## src/rtl/ysyx_25060170_gpr_mp.sv

```systemverilog
// ysyx_25060170_gpr_mp
//   Integer register file for the decode / write-back boundary.
//   - NRD combinational read ports with optional same-cycle write forwarding.
//   - One write-back port; register 0 is hardwired to zero.
//   - Per-register busy scoreboard: set at issue, cleared at write-back,
//     so decode can stall on RAW hazards.
//   - Dump engine streaming every register over a valid/ready handshake
//     to the difftest/trace side.
// Ports
//   clk, rst                 clock, asynchronous active-low reset
//   rd_addr/rd_data/rd_busy  packed read ports, port i at slice i
//   we/waddr/wdata           write-back port
//   issue_valid/issue_rd     destination register of the issued instruction
//   dump_start               start a full dump (sampled in IDLE only)
//   dump_valid/dump_ready    dump beat handshake
//   dump_idx/dump_data       index and value of the current beat
//   dump_last                current beat is register NREG-1
//   dump_busy                dump engine running
module ysyx_25060170_gpr_mp #(
    parameter int XLEN   = 32,
    parameter int NREG   = 32,
    parameter int NRD    = 2,
    parameter int BYPASS = 1,
    localparam int AW    = $clog2(NREG)
) (
    input  logic                clk,
    input  logic                rst,
    input  logic [NRD*AW-1:0]   rd_addr,
    output logic [NRD*XLEN-1:0] rd_data,
    output logic [NRD-1:0]      rd_busy,
    input  logic                we,
    input  logic [AW-1:0]       waddr,
    input  logic [XLEN-1:0]     wdata,
    input  logic                issue_valid,
    input  logic [AW-1:0]       issue_rd,
    input  logic                dump_start,
    output logic                dump_valid,
    input  logic                dump_ready,
    output logic [AW-1:0]       dump_idx,
    output logic [XLEN-1:0]     dump_data,
    output logic                dump_last,
    output logic                dump_busy
);

    typedef enum logic {S_IDLE, S_RUN} state_e;

    logic [XLEN-1:0] regs_q [NREG];
    logic [XLEN-1:0] regs_d [NREG];
    logic [NREG-1:0] busy_q, busy_d;

    state_e          state_q, state_d;
    logic [AW-1:0]   dump_idx_q, dump_idx_d;
    logic [XLEN-1:0] dump_data_q, dump_data_d;
    logic            dump_valid_q, dump_valid_d;
    logic            dump_last_q, dump_last_d;
    logic [AW-1:0]   nxt_idx;

    logic wr_en;
    assign wr_en = we && (waddr != '0);

    // Read ports: a matching same-cycle write is forwarded, and its busy bit
    // is hidden because the value is already available.
    always_comb begin
        rd_data = '0;
        rd_busy = '0;
        for (int i = 0; i < NRD; i++) begin
            logic [AW-1:0] a;
            logic          fwd;
            a   = rd_addr[i*AW +: AW];
            fwd = (BYPASS != 0) && wr_en && (waddr == a);
            rd_data[i*XLEN +: XLEN] = fwd ? wdata : regs_q[a];
            rd_busy[i]              = busy_q[a] && !fwd;
        end
    end

    // Register array and scoreboard next state. The set is applied after
    // the clear so a new producer keeps ownership of the register.
    always_comb begin
        regs_d = regs_q;
        busy_d = busy_q;
        if (wr_en) begin
            regs_d[waddr] = wdata;
            busy_d[waddr] = 1'b0;
        end
        if (issue_valid && (issue_rd != '0)) begin
            busy_d[issue_rd] = 1'b1;
        end
    end

    always_ff @(posedge clk or negedge rst) begin
        if (!rst) begin
            for (int i = 0; i < NREG; i++) begin
                regs_q[i] <= '0;
            end
            busy_q <= '0;
        end else begin
            regs_q <= regs_d;
            busy_q <= busy_d;
        end
    end

    // Dump engine. Each beat snapshots the stored value when it is loaded,
    // so later writes to that register do not disturb the held beat.
    always_comb begin
        state_d      = state_q;
        dump_idx_d   = dump_idx_q;
        dump_data_d  = dump_data_q;
        dump_valid_d = dump_valid_q;
        dump_last_d  = dump_last_q;
        nxt_idx      = dump_idx_q + 1'b1;
        case (state_q)
            S_IDLE: begin
                if (dump_start) begin
                    state_d      = S_RUN;
                    dump_idx_d   = '0;
                    dump_data_d  = '0;
                    dump_valid_d = 1'b1;
                    dump_last_d  = (NREG == 1);
                end
            end
            S_RUN: begin
                if (dump_valid_q && dump_ready) begin
                    if (dump_last_q) begin
                        state_d      = S_IDLE;
                        dump_valid_d = 1'b0;
                        dump_last_d  = 1'b0;
                    end else begin
                        dump_idx_d  = nxt_idx;
                        dump_data_d = regs_q[nxt_idx];
                        dump_last_d = (nxt_idx == AW'(NREG - 1));
                    end
                end
            end
            default: state_d = S_IDLE;
        endcase
    end

    always_ff @(posedge clk or negedge rst) begin
        if (!rst) begin
            state_q      <= S_IDLE;
            dump_idx_q   <= '0;
            dump_data_q  <= '0;
            dump_valid_q <= 1'b0;
            dump_last_q  <= 1'b0;
        end else begin
            state_q      <= state_d;
            dump_idx_q   <= dump_idx_d;
            dump_data_q  <= dump_data_d;
            dump_valid_q <= dump_valid_d;
            dump_last_q  <= dump_last_d;
        end
    end

    assign dump_valid = dump_valid_q;
    assign dump_idx   = dump_idx_q;
    assign dump_data  = dump_data_q;
    assign dump_last  = dump_last_q;
    assign dump_busy  = (state_q == S_RUN);

endmodule
```

## config.mk

```make
export PLATFORM = sky130hd
export DESIGN_NAME = ysyx_25060170_gpr_mp
export DESIGN_NICKNAME = d
export VERILOG_FILES = /design/src/rtl/ysyx_25060170_gpr_mp.sv
export SDC_FILE = /design/constraint.sdc
export NUM_CORES = 2
export LEC_CHECK = 0
export CELL_PAD_IN_SITES_DETAIL_PLACEMENT = 0
export CELL_PAD_IN_SITES_GLOBAL_PLACEMENT = 1
export CORE_ASPECT_RATIO = 1.25
export CORE_MARGIN = 2
export CORE_UTILIZATION = 47
export CTS_CLUSTER_SIZE = 25
export DETAILED_ROUTE_END_ITERATION = 6
export GPL_TIMING_DRIVEN = 0
export HOLD_SLACK_MARGIN = 0.15
export PLACE_DENSITY_LB_ADDON = 0.1
export SLEW_MARGIN = 20
export SYNTH_ARGS = -nofsm -noshare
export SYNTH_HDL_FRONTEND = slang
export SYNTH_SLANG_ARGS = --single-unit
```

## constraint.sdc

```tcl
create_clock -name clk -period 2.6 [get_ports clk]
set_input_delay 0.52 -clock clk [delete_from_list [all_inputs] [get_ports clk]]
set_output_delay 0.52 -clock clk [all_outputs]
set_load 0.01 [all_outputs]
```

==> metrics.yaml <==
run_status:
  status: "complete, but fails checks"
  violations: "DRC, setup timing"
power_and_ir_drop:
  seqPwrFrac_pct: 27.7
  switching_power_mw: 35.0
  share_clk_of_total_power_pct: 23.1
  p_int_mw: 51.7
  power_density_nw_per_um2: 979
  swShare_pct: 40.4
  p_total_mw: 86.7
  leakage_nw: 40.1
  power_frac_comb_pct: 49.2
  ir_worst_vdd_mv: 0.754
placement:
  port_buffers: 157
  dp.cells: 7538
  place_congestion: 1.04
  hpwl_mm: 255
routing:
  route.final.wire_length_mm: 400
  num_vias: 62300
  drc: 33
  dr.max_layer_used: "met5"
  wl_met2_mm: 159
  wirelength_met1_mm: 132
  wl_per_cell_um: 49.3
  drtPass1Iterations: 7
  ant_nets: 0
  via_per_inst: 7.68
  drt_iter0_markers: 9954
  wl_met3_mm: 57.5
synth:
  synth-edff-count: 0
  ys_types: 46
  yosysSeqAreaShare_pct: 40.8
  yosysWarningCount: 0
  syn_inst: 5474
  syn_area_per_cell_um2: 12.3
  syn-num-nets: 5534
  async_flop_share_pct: 100
  ys.flop_type: "dfrtp_1"
  ys_seq_elements: 1096
  mappedNetlistArea_um2: 67200
critical_path:
  reg2reg_slack_ns: -0.38
  critPathKind: "flop to output pin"
  required_ns: 2.08
  critPathMaxFanout: 4
  cp.arrival_ns: 2.91
  end_kind: "output pin"
  worstSetupStartpointType: "flop"
global_routing:
  grt_pass1_wl_mm: 531
  antenna_found_initial: 10
  grt.total_usage_pct: 54.0
  grt_pass1_vias: 59700
  grt_max_degree: 140
  globalRouteOverflowTotal: 0
layout:
  fin_nets: 6175
  finalNonFillerCells: 8116
  drive_gt1_share_pct: 45.0
  fillers: 11200
  final_cell_mix: "1252 x mux2i_1, 1089 x dfrtp_1, 991 x mux2_2"
  final_common_cell: "mux2i_1"
  area_growth_pct: 31.8
floorplan:
  fp.dieW_um: 342
  start_util_pct: 47.2
  rows: 155
  io_pins: 164
  die_y_um: 427
  core_area_um2: 142000
  die-area_um2: 146000
clock_tree:
  cts-buffers-inserted: 121
  cts_tree: "built"
  path_clk_slew_ns: 0.07
  clock_latency_ns: 0.88
  root_buffer: "clkbuf_16"
  cts_sinks: 1096
  max-clock-path-buffers: 3
  h-tree-depth: 3
sta:
  fmax_mhz: 292
  timing.final.ws_setup_ns: -0.827
  rsz0062_at_grt: "yes"
  relSlewSlack_pct: 14.9
  finalSetupViolations: 201
  period_needed_ns: 3.43
  drv_slew: 0
  worstMarginPinSlew_ns: 1.28
  finalHoldViolations: 0
  fin_skew_ns: 0.0523
  period_share_pct: 132
job:
  maxCapViolCount: 0
min_path:
  hold_path.class: "primary input to flop"
[cell usage after synthesis (3+ instances only)]
cell | count | area share, %
and3_1 | 3 | 0.028
nor2b_1 | 9 | 0.084
xor2_1 | 7 | 0.091
a22oi_1 | 301 | 3.4
buf_6 | 6 | 0.10
nand3b_1 | 8 | 0.089
a21oi_1 | 151 | 1.1
nand4b_1 | 3 | 0.039
nor3_1 | 3 | 0.022
o22ai_1 | 77 | 0.72
mux2i_1 | 1299 | 19
clkbuf_1 | 308 | 1.7
buf_4 | 41 | 0.46
a221o_1 | 14 | 0.21
buf_2 | 169 | 1.3
nand2b_1 | 5 | 0.047
dfrtp_1 | 1096 | 41
buf_1 | 87 | 0.49
a31oi_1 | 12 | 0.11
o41ai_1 | 64 | 0.83
a22o_1 | 184 | 2.4
o21ai_0 | 43 | 0.32
a221oi_1 | 194 | 2.5
nor3b_1 | 8 | 0.089
mux4_2 | 166 | 5.6
xnor2_1 | 9 | 0.12
nand2_1 | 138 | 0.77
mux2_2 | 992 | 17
or2_2 | 5 | 0.047
nor2_1 | 28 | 0.16
nand3_1 | 26 | 0.19
[sequential cells by signal, indices dropped and copies added, names as in the netlist]
name / count
dump_busy: 1
dump_data: 32
dump_last: 1
busy_q: 32
dump_valid: 1
regs_q: 1024
dump_idx: 5
[power groups by stage]
stage	combinational [mW]	sequential (mW)	clock, mW
3_5_place_dp	28.2	24.0	0
2_1_floorplan	17.1	22.9	0
5_1_grt	42.1	24.3	20.5
6_report	42.6	24.0	20.0
3_3_place_gp	27.7	24.0	0
4_1_cts	38.0	23.7	19.7
[layout make-up]
type,instances,area (um2),share of cell area (%)
Multi-Input combinational cell,3766,41000,46.3
Sequential cell,1096,27400,31.0
Buffer,604,7330,8.27
Timing Repair Buffer,525,5920,6.69
Clock buffer,170,3520,3.98
Tap cell,1884,2360,2.66
Clock inverter,59,956,1.08
Antenna cell,11,27.5,0.0311
Inverter,1,11.3,0.0127
[critical path, stage by stage (launching register included)]
cell and delay [ns]:
dfrtp_1 0.41, mux2i_1 0.11, a22o_1 0.27, a221oi_4 0.29, o22ai_2 0.14, o41ai_4 0.60, buf_2 0.24
[metrics by stage]
step	cell area (um2)	setup WS (ns)	hold WS (ns)	util (%)	setup TNS, ns
after floorplan	67700	-0.0431	0.224	-	-0.0601
after global placement	71700	-50.84	0.461	50.3	-
after detailed placement	72400	-3.48	0.476	50.9	-1113.60
after CTS	86500	-0.606	0.295	60.8	-37.32
after global routing	88500	-0.802	0.289	62.2	-41.93
final	88600	-0.827	0.243	62.2	-53.85
[path summary, 6_finish.rpt]
kind | depth (start not counted) | from | endpoint
max | 6 | regs_q[223] | rd_data[63]
min | 3 | dump_start | dump_valid
max reg2reg | 14 | dump_idx[0] | dump_data[18]
min reg2reg | 2 | dump_data[16] | dump_data[16]
max in group asynchronous | 4 | rst | regs_q[937]
min in group asynchronous | 2 | rst | regs_q[3]
[layer usage]
layer  up-vias  track usage, %
met4        27            50.6
met1     31600            60.1
met2      5757            73.9
li1      22600               -
met5         -            2.91
met3      2361            27.3
[what timing repair did]
action | in CTS | in global routing
setup buffers | 216 | 92
setup endpoints to repair | 577 | 132
cloned | 36 | 4
pin swaps | 250 | 184
hold buffers | 1 | 0
gates resized for setup | 1846 | 272
hold endpoints to repair | 112 | 0
[cells by family (layout without fill, tap and decap cells)]
| kind of cell | Yosys count | after routing | share of synthesized area [%] |
|---|---|---|---|
| compound gates | 1044 | 1044 | 11.7 |
| fa+ha+maj | 2 | 2 | 0.0372 |
| xor+xnor | 16 | 16 | 0.209 |
| other cells | 0 | 11 | 0 |
| flops | 1096 | 1096 | 40.8 |
| buf+inv | 612 | 1359 | 4.03 |
| mux | 2458 | 2458 | 41.6 |
| simple gates | 246 | 246 | 1.70 |
Note: power is estimated with default switching activity, not from simulation.
